<file path="src/rtl/ssr_multibin_compare_if.sv">
`default_nettype none
// ============================================================================
// Module   : ssr_multibin_compare_if
// Brief    : Control/result bundle between the sequencer side and the
//            multi-bin single-shot-readout comparator.
// Revision : 1.0 - initial release
// ============================================================================
interface ssr_multibin_compare_if #(
   parameter int CNT_W    = 25,
   parameter int NUM_BINS = 2
);
   localparam int IDX_W = $clog2(NUM_BINS);

   // Level inputs toward the comparator (edge-detected inside)
   logic             ssr;
   logic             swap;
   logic             photon;
   logic             readout;
   logic             flip_clr;
   logic [CNT_W-1:0] margin;

   // Registered results and status from the comparator
   logic             flip;
   logic [IDX_W-1:0] max_idx;
   logic             res_valid;
   logic             busy;
   logic [IDX_W-1:0] cur_bin;
   logic             sat;
   logic             lost;

   // Sequencer / stimulus side
   modport master (
      output ssr, swap, photon, readout, flip_clr, margin,
      input  flip, max_idx, res_valid, busy, cur_bin, sat, lost
   );

   // Comparator side
   modport slave (
      input  ssr, swap, photon, readout, flip_clr, margin,
      output flip, max_idx, res_valid, busy, cur_bin, sat, lost
   );
endinterface
`default_nettype wire

</file>
<file path="src/rtl/ssr_multibin_compare.sv">
`default_nettype none
// ============================================================================
// Module   : ssr_multibin_compare
// Brief    : Single-shot-readout drift compensator. Photon edges count into
//            one of NUM_BINS saturating counters chosen by a rotating
//            pointer; a readout edge scans all bins one per cycle and
//            reports the largest bin and a bin0-vs-bin1 margin decision.
// Revision : 1.0 - initial release
// ============================================================================
module ssr_multibin_compare #(
   parameter int CNT_W    = 25,
   parameter int NUM_BINS = 2
) (
   input wire                     clk,
   input wire                     rst_n,
   ssr_multibin_compare_if.slave  bus
);

   localparam int               IDX_W      = $clog2(NUM_BINS);
   localparam logic [IDX_W-1:0] c_last_idx = IDX_W'(NUM_BINS - 1);
   localparam logic [CNT_W-1:0] c_cnt_max  = '1;

   typedef enum logic [0:0] {
      ST_ACCUM = 1'b0,
      ST_SCAN  = 1'b1
   } state_t;

   // ------------------------------------------------------------------------
   // Declarations
   // ------------------------------------------------------------------------
   state_t           r_state;
   state_t           w_state_nxt;
   logic             w_done;

   logic             r_ssr_q;
   logic             r_swap_q;
   logic             r_photon_q;
   logic             r_readout_q;
   logic             r_flip_clr_q;

   logic             w_ssr_e;
   logic             w_swap_e;
   logic             w_photon_e;
   logic             w_readout_e;
   logic             w_flip_clr_e;

   logic             w_in_scan;
   logic             w_photon_acc;
   logic             w_photon_lost;
   logic             w_swap_ok;
   logic             w_start;

   logic [CNT_W-1:0] r_bin [NUM_BINS];
   logic [NUM_BINS-1:0] w_sel;
   logic [NUM_BINS-1:0] w_full;
   logic             w_sat_hit;

   logic [IDX_W-1:0] r_ptr;
   logic             r_sat;
   logic             r_lost;

   logic [IDX_W-1:0] r_scan_idx;
   logic [CNT_W-1:0] r_max_val;
   logic [IDX_W-1:0] r_max_run_idx;
   logic [CNT_W-1:0] r_s_bin0;
   logic [CNT_W-1:0] r_s_bin1;
   logic [CNT_W-1:0] r_s_margin;

   logic [CNT_W-1:0] w_visit_val;
   logic             w_take;
   logic [CNT_W-1:0] w_cand_val;
   logic [IDX_W-1:0] w_cand_idx;
   logic [CNT_W:0]   w_rhs;
   logic             w_flip_new;

   logic             r_flip;
   logic [IDX_W-1:0] r_max_idx;
   logic             r_res_valid;

   // ------------------------------------------------------------------------
   // Edge detection: one event per low-to-high transition of each level
   // ------------------------------------------------------------------------
   // Delay each level input by one cycle for rising-edge detection
   always_ff @(posedge clk or negedge rst_n) begin
      if (!rst_n) begin
         r_ssr_q      <= 1'b0;
         r_swap_q     <= 1'b0;
         r_photon_q   <= 1'b0;
         r_readout_q  <= 1'b0;
         r_flip_clr_q <= 1'b0;
      end else begin
         r_ssr_q      <= bus.ssr;
         r_swap_q     <= bus.swap;
         r_photon_q   <= bus.photon;
         r_readout_q  <= bus.readout;
         r_flip_clr_q <= bus.flip_clr;
      end
   end

   assign w_ssr_e      = bus.ssr      & ~r_ssr_q;
   assign w_swap_e     = bus.swap     & ~r_swap_q;
   assign w_photon_e   = bus.photon   & ~r_photon_q;
   assign w_readout_e  = bus.readout  & ~r_readout_q;
   assign w_flip_clr_e = bus.flip_clr & ~r_flip_clr_q;

   // ssr outranks everything: a coincident photon/swap/readout edge is lost
   assign w_in_scan     = (r_state == ST_SCAN);
   assign w_photon_acc  = w_photon_e  & ~w_ssr_e & ~w_in_scan;
   assign w_photon_lost = w_photon_e  & ~w_ssr_e &  w_in_scan;
   assign w_swap_ok     = w_swap_e    & ~w_ssr_e;
   assign w_start       = w_readout_e & ~w_ssr_e & ~w_in_scan;

   // ------------------------------------------------------------------------
   // Control FSM
   // ------------------------------------------------------------------------
   // State register
   always_ff @(posedge clk or negedge rst_n) begin
      if (!rst_n) begin
         r_state <= ST_ACCUM;
      end else begin
         r_state <= w_state_nxt;
      end
   end

   // Next state; w_done marks the last scan cycle that commits a result
   always_comb begin
      w_state_nxt = r_state;
      w_done      = 1'b0;
      case (r_state)
         ST_ACCUM: begin
            if (w_start) begin
               w_state_nxt = ST_SCAN;
            end
         end
         ST_SCAN: begin
            if (w_ssr_e) begin
               w_state_nxt = ST_ACCUM;
            end else if (r_scan_idx == c_last_idx) begin
               w_state_nxt = ST_ACCUM;
               w_done      = 1'b1;
            end
         end
         default: begin
            w_state_nxt = ST_ACCUM;
         end
      endcase
   end

   // ------------------------------------------------------------------------
   // Bin counters
   // ------------------------------------------------------------------------
   for (genvar gi = 0; gi < NUM_BINS; gi++) begin : g_bin
      assign w_sel[gi]  = (r_ptr == IDX_W'(gi));
      assign w_full[gi] = (r_bin[gi] == c_cnt_max);
   end

   // A photon into a full bin is blocked and flagged instead of wrapping
   assign w_sat_hit = w_photon_acc & |(w_sel & w_full);

   // Saturating counters, frozen during SCAN because w_photon_acc is low there
   always_ff @(posedge clk or negedge rst_n) begin
      if (!rst_n) begin
         for (int i = 0; i < NUM_BINS; i++) begin
            r_bin[i] <= '0;
         end
      end else if (w_ssr_e) begin
         for (int i = 0; i < NUM_BINS; i++) begin
            r_bin[i] <= '0;
         end
      end else begin
         for (int i = 0; i < NUM_BINS; i++) begin
            if (w_photon_acc && w_sel[i] && !w_full[i]) begin
               r_bin[i] <= r_bin[i] + 1'b1;
            end
         end
      end
   end

   // Rotating pointer and sticky status flags; the photon of a coincident
   // swap uses the pointer value from before this edge
   always_ff @(posedge clk or negedge rst_n) begin
      if (!rst_n) begin
         r_ptr  <= '0;
         r_sat  <= 1'b0;
         r_lost <= 1'b0;
      end else if (w_ssr_e) begin
         r_ptr  <= '0;
         r_sat  <= 1'b0;
         r_lost <= 1'b0;
      end else begin
         if (w_swap_ok) begin
            r_ptr <= (r_ptr == c_last_idx) ? '0 : r_ptr + 1'b1;
         end
         if (w_sat_hit) begin
            r_sat <= 1'b1;
         end
         if (w_photon_lost) begin
            r_lost <= 1'b1;
         end
      end
   end

   // ------------------------------------------------------------------------
   // Sequential scan: one bin per cycle, strict compare keeps lowest index
   // ------------------------------------------------------------------------
   assign w_visit_val = r_bin[r_scan_idx];
   assign w_take      = (r_scan_idx == '0) || (w_visit_val > r_max_val);
   assign w_cand_val  = w_take ? w_visit_val : r_max_val;
   assign w_cand_idx  = w_take ? r_scan_idx  : r_max_run_idx;

   // Extra MSB keeps bin1 + margin from wrapping
   assign w_rhs      = {1'b0, r_s_bin1} + {1'b0, r_s_margin};
   assign w_flip_new = ({1'b0, r_s_bin0} > w_rhs);

   // Snapshot flip operands at the readout edge, then walk the running max
   always_ff @(posedge clk or negedge rst_n) begin
      if (!rst_n) begin
         r_scan_idx    <= '0;
         r_max_val     <= '0;
         r_max_run_idx <= '0;
         r_s_bin0      <= '0;
         r_s_bin1      <= '0;
         r_s_margin    <= '0;
      end else if (w_start) begin
         r_scan_idx <= '0;
         r_s_bin0   <= r_bin[0];
         r_s_bin1   <= r_bin[1];
         r_s_margin <= bus.margin;
      end else if (w_in_scan) begin
         r_scan_idx    <= r_scan_idx + 1'b1;
         r_max_val     <= w_cand_val;
         r_max_run_idx <= w_cand_idx;
      end
   end

   // ------------------------------------------------------------------------
   // Result registers
   // ------------------------------------------------------------------------
   // Commit results at scan end; a flip_clr edge in the commit cycle or in
   // the res_valid cycle does not erase the fresh result
   always_ff @(posedge clk or negedge rst_n) begin
      if (!rst_n) begin
         r_flip      <= 1'b0;
         r_max_idx   <= '0;
         r_res_valid <= 1'b0;
      end else begin
         r_res_valid <= w_done;
         if (w_done) begin
            r_flip    <= w_flip_new;
            r_max_idx <= w_cand_idx;
         end else if (w_flip_clr_e && !r_res_valid) begin
            r_flip <= 1'b0;
         end
      end
   end

   assign bus.flip      = r_flip;
   assign bus.max_idx   = r_max_idx;
   assign bus.res_valid = r_res_valid;
   assign bus.busy      = (r_state == ST_SCAN);
   assign bus.cur_bin   = r_ptr;
   assign bus.sat       = r_sat;
   assign bus.lost      = r_lost;

endmodule
`default_nettype wire

</file>
<file path="src/flat_wrapper.sv">
// flat-port wrapper written by rule: the top's interface ports become plain ports
module ssr_multibin_compare_flat 
#(
   parameter int CNT_W    = 25,
   parameter int NUM_BINS = 2
)
  (clk, rst_n, bus_ssr, bus_swap, bus_photon, bus_readout, bus_flip_clr, bus_margin, bus_flip, bus_max_idx, bus_res_valid, bus_busy, bus_cur_bin, bus_sat, bus_lost);
  ssr_multibin_compare_if #(.CNT_W(CNT_W), .NUM_BINS(NUM_BINS)) bus_i ();
  input wire clk;
  input wire rst_n;
  input wire logic [$bits(bus_i.ssr)-1:0] bus_ssr;
  input wire logic [$bits(bus_i.swap)-1:0] bus_swap;
  input wire logic [$bits(bus_i.photon)-1:0] bus_photon;
  input wire logic [$bits(bus_i.readout)-1:0] bus_readout;
  input wire logic [$bits(bus_i.flip_clr)-1:0] bus_flip_clr;
  input wire logic [$bits(bus_i.margin)-1:0] bus_margin;
  output wire logic [$bits(bus_i.flip)-1:0] bus_flip;
  output wire logic [$bits(bus_i.max_idx)-1:0] bus_max_idx;
  output wire logic [$bits(bus_i.res_valid)-1:0] bus_res_valid;
  output wire logic [$bits(bus_i.busy)-1:0] bus_busy;
  output wire logic [$bits(bus_i.cur_bin)-1:0] bus_cur_bin;
  output wire logic [$bits(bus_i.sat)-1:0] bus_sat;
  output wire logic [$bits(bus_i.lost)-1:0] bus_lost;
  assign bus_i.ssr = bus_ssr;
  assign bus_i.swap = bus_swap;
  assign bus_i.photon = bus_photon;
  assign bus_i.readout = bus_readout;
  assign bus_i.flip_clr = bus_flip_clr;
  assign bus_i.margin = bus_margin;
  assign bus_flip = bus_i.flip;
  assign bus_max_idx = bus_i.max_idx;
  assign bus_res_valid = bus_i.res_valid;
  assign bus_busy = bus_i.busy;
  assign bus_cur_bin = bus_i.cur_bin;
  assign bus_sat = bus_i.sat;
  assign bus_lost = bus_i.lost;
  ssr_multibin_compare #(.CNT_W(CNT_W), .NUM_BINS(NUM_BINS)) u_core (.clk(clk), .rst_n(rst_n), .bus(bus_i));
endmodule
</file>
<file path="config.mk">
export PLATFORM = sky130hd
export DESIGN_NAME = ssr_multibin_compare_flat
export DESIGN_NICKNAME = d
export VERILOG_FILES = /design/src/rtl/ssr_multibin_compare_if.sv /design/src/rtl/ssr_multibin_compare.sv /design/src/flat_wrapper.sv
export SDC_FILE = /design/constraint.sdc
export NUM_CORES = 1
export LEC_CHECK = 0
export BUFFER_PORTS_ARGS = -buffer_cell sky130_fd_sc_hd__clkbuf_2
export CORE_AREA = 10 10 124 148
export DETAILED_ROUTE_END_ITERATION = 7
export DIE_AREA = 0 0 134 158
export PLACE_DENSITY = 0.79
export SLEW_MARGIN = 20
export SYNTH_ARGS = -nofsm -noshare
export SYNTH_HDL_FRONTEND = slang
export SYNTH_SLANG_ARGS = --single-unit
</file>
<file path="constraint.sdc">
create_clock -name clk -period 4.13 [get_ports clk]
set_input_delay 0.826 -clock clk [delete_from_list [all_inputs] [get_ports clk]]
set_output_delay 0.826 -clock clk [all_outputs]
set_load 0.03 [all_outputs]
</file>
==> results.md <==
- Crit path arrival time: 4.13 ns
- Clock insertion delay at the later pin of the skew report: 0.44 ns
- PwrDens: 430.3 mW/mm^2
- Avg Inst Size Synth: 10.87 um^2
- IO buf count: 38
- Crit path launch type: register
- Residual DRC: 0
- Final antenna diode count: 0
- Clock buffer count from CTS: 17
- Maximum net fanout on the critical path: 4
- Clock tree root driver cell: clkbuf_16
- RePlAce Congestion: 0.9035
- Number of top-level pins: 39
- Average wire length per cell after detail routing: 17.30 um
- Row count: 50
- Number of vias after detailed routing: 6594
- Period utilization: 92.44%
- H-tree depth reported by CTS: 4
- Primary FF master, synth: dfrtp_1
- Number of nets with antenna violations after routing: 0
- Gate count of the mapped netlist: 861
- Worst slew margin relative to its limit: 47.84%
- Die Footprint: 0.02117 mm^2
- Initial core utilization: 60.54%
- Max_cap viols: 0
- Router iterations before antenna repair: 4
- Crit path kind: reg2reg
- Main area contributors after synthesis: dfrtp_1, mux2_2, ha_1
- Data required time of the worst path: 4.44 ns
- Class of the worst hold path: in2async
- Die Y-Extent: 158 um
- Post-layout nets: 1013
- Count of flip-flops with a built-in enable after synthesis: 0
- CP Cell Sequence: ha_1, inv_1, fa_1, nand2b_1, a211oi_1, o21ai_0, a31oi_2, a21o_1, a21oi_1, xor2_1, ha_1, a21oi_1, nor2b_1, o21ai_0, a21oi_1, o21a_1, o31ai_1, o21ai_0
- Yosys warning count: 0
- P&R area growth vs syn: 11.33%
- LEAKAGE: 4.966 nW
- Total Power: 4.482 mW
- Post-detailed-route via-to-cell ratio: 5.872
- Portion of the post-synthesis area used by sequential elements: 43.87%
- Overall fraction of global-route tracks in use: 19.25%
- Initial drt markers: 387
- Number of global-route vias before repair: 6759
- Largest net degree at the start of global routing: 80
- Setup Skew: 0.01040 ns
- Non-Filler Instances: 1123
- Wire length of the first global-routing pass: 33010 um
- CTS tree: yes
- Area share of the largest cell type after synthesis: 43.87%
- RSZ-0062 raised after global routing: false
- Die span in x: 134 um
- Setup-violating endpoint count in the final report: 0
- Final setup margin: 0.3123 ns
- Outcome: finished, final reports clean
- Post-placement setup slack: 0.3638 ns
- Ratio of cells with drive above 1 in the final layout: 21.53%
- Utilization after layout: 67.40%
- Post-place instance area: 0.009804 mm^2
- Post-DP HPWL: 14030 um
- Remaining global-route overflow: 0
- Max-slew violations: 0
- Worst path buffer plus inverter count: 1
- Fin crit period: 3.818 ns
- Hold Violations, Final: 0
- Number of synthesized register bits: 164
- Wire length reported by the detailed router: 19420 um
- Nature of the critical path endpoint: register
- Net count after synthesis: 971
- Post-Syn Area: 0.009355 mm^2
- Count of hold buffers inserted by post-cts repair: 0
- Unique cell type count in the Yosys netlist: 59
- Post-synth ARST share: 100.0%
- Setup TNS: 0 ns
- Max Clk Rate: 0.2619 GHz
- Clock net sink count: 164
- Clk slew on worst S/H paths: 0.06 ns
- Buffer depth of the longest clock path: 2
- CP max-delay cell: fa_1
- Initial antenna violation count: 0
- Most area-hungry cell type in the Yosys netlist: dfrtp_1
- Worst hold margin: 0.3723 ns
- Max incr delay on CP: 0.40 ns
- Peak supply drop: 0.2917 mV
- CP delay by family, top: compound AO/OA/AOI/OAI gates
- Area of all placed cells without fillers: 0.01042 mm^2
- Transition time at the pin with the least slew margin: 0.7824 ns
- DP Cell Count: 1091
- CORE AREA: 0.01545 mm^2
layout make-up:
class	instances	area, um^2
Sequential cell	164	4104
Tap cell	208	260.3
Clock inverter	13	157.7
Timing Repair Buffer	45	274.0
Inverter	42	157.7
Clock buffer	18	439.2
Multi-Input combinational cell	633	5022
Fill cell	1129	5037
cell usage in the layout, fill, tap and decap left out, types with 5 or more instances in the layout:
cell type and instances:
xor2_1 44, ha_1 77, nand4_1 26, xnor2_1 20
a21o_1 5, mux2_2 102, mux2_1 18, and3_1 6
inv_6 8, inv_1 42, nor2_1 77, a211oi_1 10
nand2_1 45, a21oi_1 45, buf_4 5, nand2b_1 9
clkbuf_16 17, nor2b_1 5, o21ai_0 36, clkbuf_2 37
o21a_1 6, dfrtp_1 164, nand3_1 31, and4_1 5
cells in the mapped netlist, drive strengths merged, types with 2 or more instances:
cell type    n
dfrtp      164
mux2       120
ha          77
nor2        77
a21oi       45
nand2       45
xor2        44
inv         42
o21ai       39
nand3       31
nand4       27
xnor2       20
clkbuf      14
a211oi      11
nand2b       9
buf          8
and4         7
and3         6
nor2b        6
o21a         6
a21o         5
a21boi       4
a31oi        4
mux2i        4
nor3         4
nor4         4
o211ai       4
o221ai       4
or3          4
and2         3
nor4b        3
o21bai       3
a2111oi      2
a311oi       2
nor3b        2
o311ai       2
final timing paths:
path	start	to	slack [ns]	cells past startpoint
max	u_core.r_s_margin[0]	u_core.bus.flip	0.31	18
min	rst_n	u_core.r_max_val[7]	0.37	1
max reg2reg	u_core.r_s_margin[0]	u_core.bus.flip	0.31	18
min reg2reg	u_core.r_max_val[21]	u_core.r_max_val[21]	0.49	1
max in group asynchronous	rst_n	u_core.bus.flip	2.92	2
min in group clk	u_core.r_max_val[21]	u_core.r_max_val[21]	0.49	1
timing repair:
action	in CTS	in global routing
setup endpoints to repair	0	1
buffers inserted	0	1
gates resized for setup	0	1
cell families after synthesis:
group           Yosys count  synth area share (%)
fa+ha+maj                78                 10.51
flops                   164                 43.87
simple gates            231                 12.67
compound gates          136                 9.402
mux                     124                 14.87
xor+xnor                 64                 5.992
buf+inv                  64                 2.688
per-layer routing:
metal  global-route usage, %  wire, um
met2                   30.84      9164
met3                   4.058       784
met1                   24.47      8788
met4                   9.081       686
met5                       0         0
state kept, by name, summed over array words and instances (netlist names):
| name | count |
|---|---|
| u_core.bus.busy | 1 |
| u_core.bus.cur_bin | 1 |
| u_core.bus.flip | 1 |
| u_core.bus.lost | 1 |
| u_core.bus.max_idx | 1 |
| u_core.bus.res_valid | 1 |
| u_core.bus.sat | 1 |
| u_core.r_bin | 50 |
| u_core.r_flip_clr_q | 1 |
| u_core.r_max_run_idx | 1 |
| u_core.r_max_val | 25 |
| u_core.r_photon_q | 1 |
| u_core.r_readout_q | 1 |
| u_core.r_s_bin0 | 25 |
| u_core.r_s_bin1 | 25 |
| u_core.r_s_margin | 25 |
| u_core.r_scan_idx | 1 |
| u_core.r_ssr_q | 1 |
| u_core.r_swap_q | 1 |
power breakdown:
part | internal [mW] | total [mW] | switching (mW)
combinational | 0.449 | 1.03 | 0.576
clock | 0.923 | 1.62 | 0.699
sequential | 1.74 | 1.83 | 0.0971
total | 3.11 | 4.48 | 1.37
No activity file was read; power rests on OpenSTA's default activity.
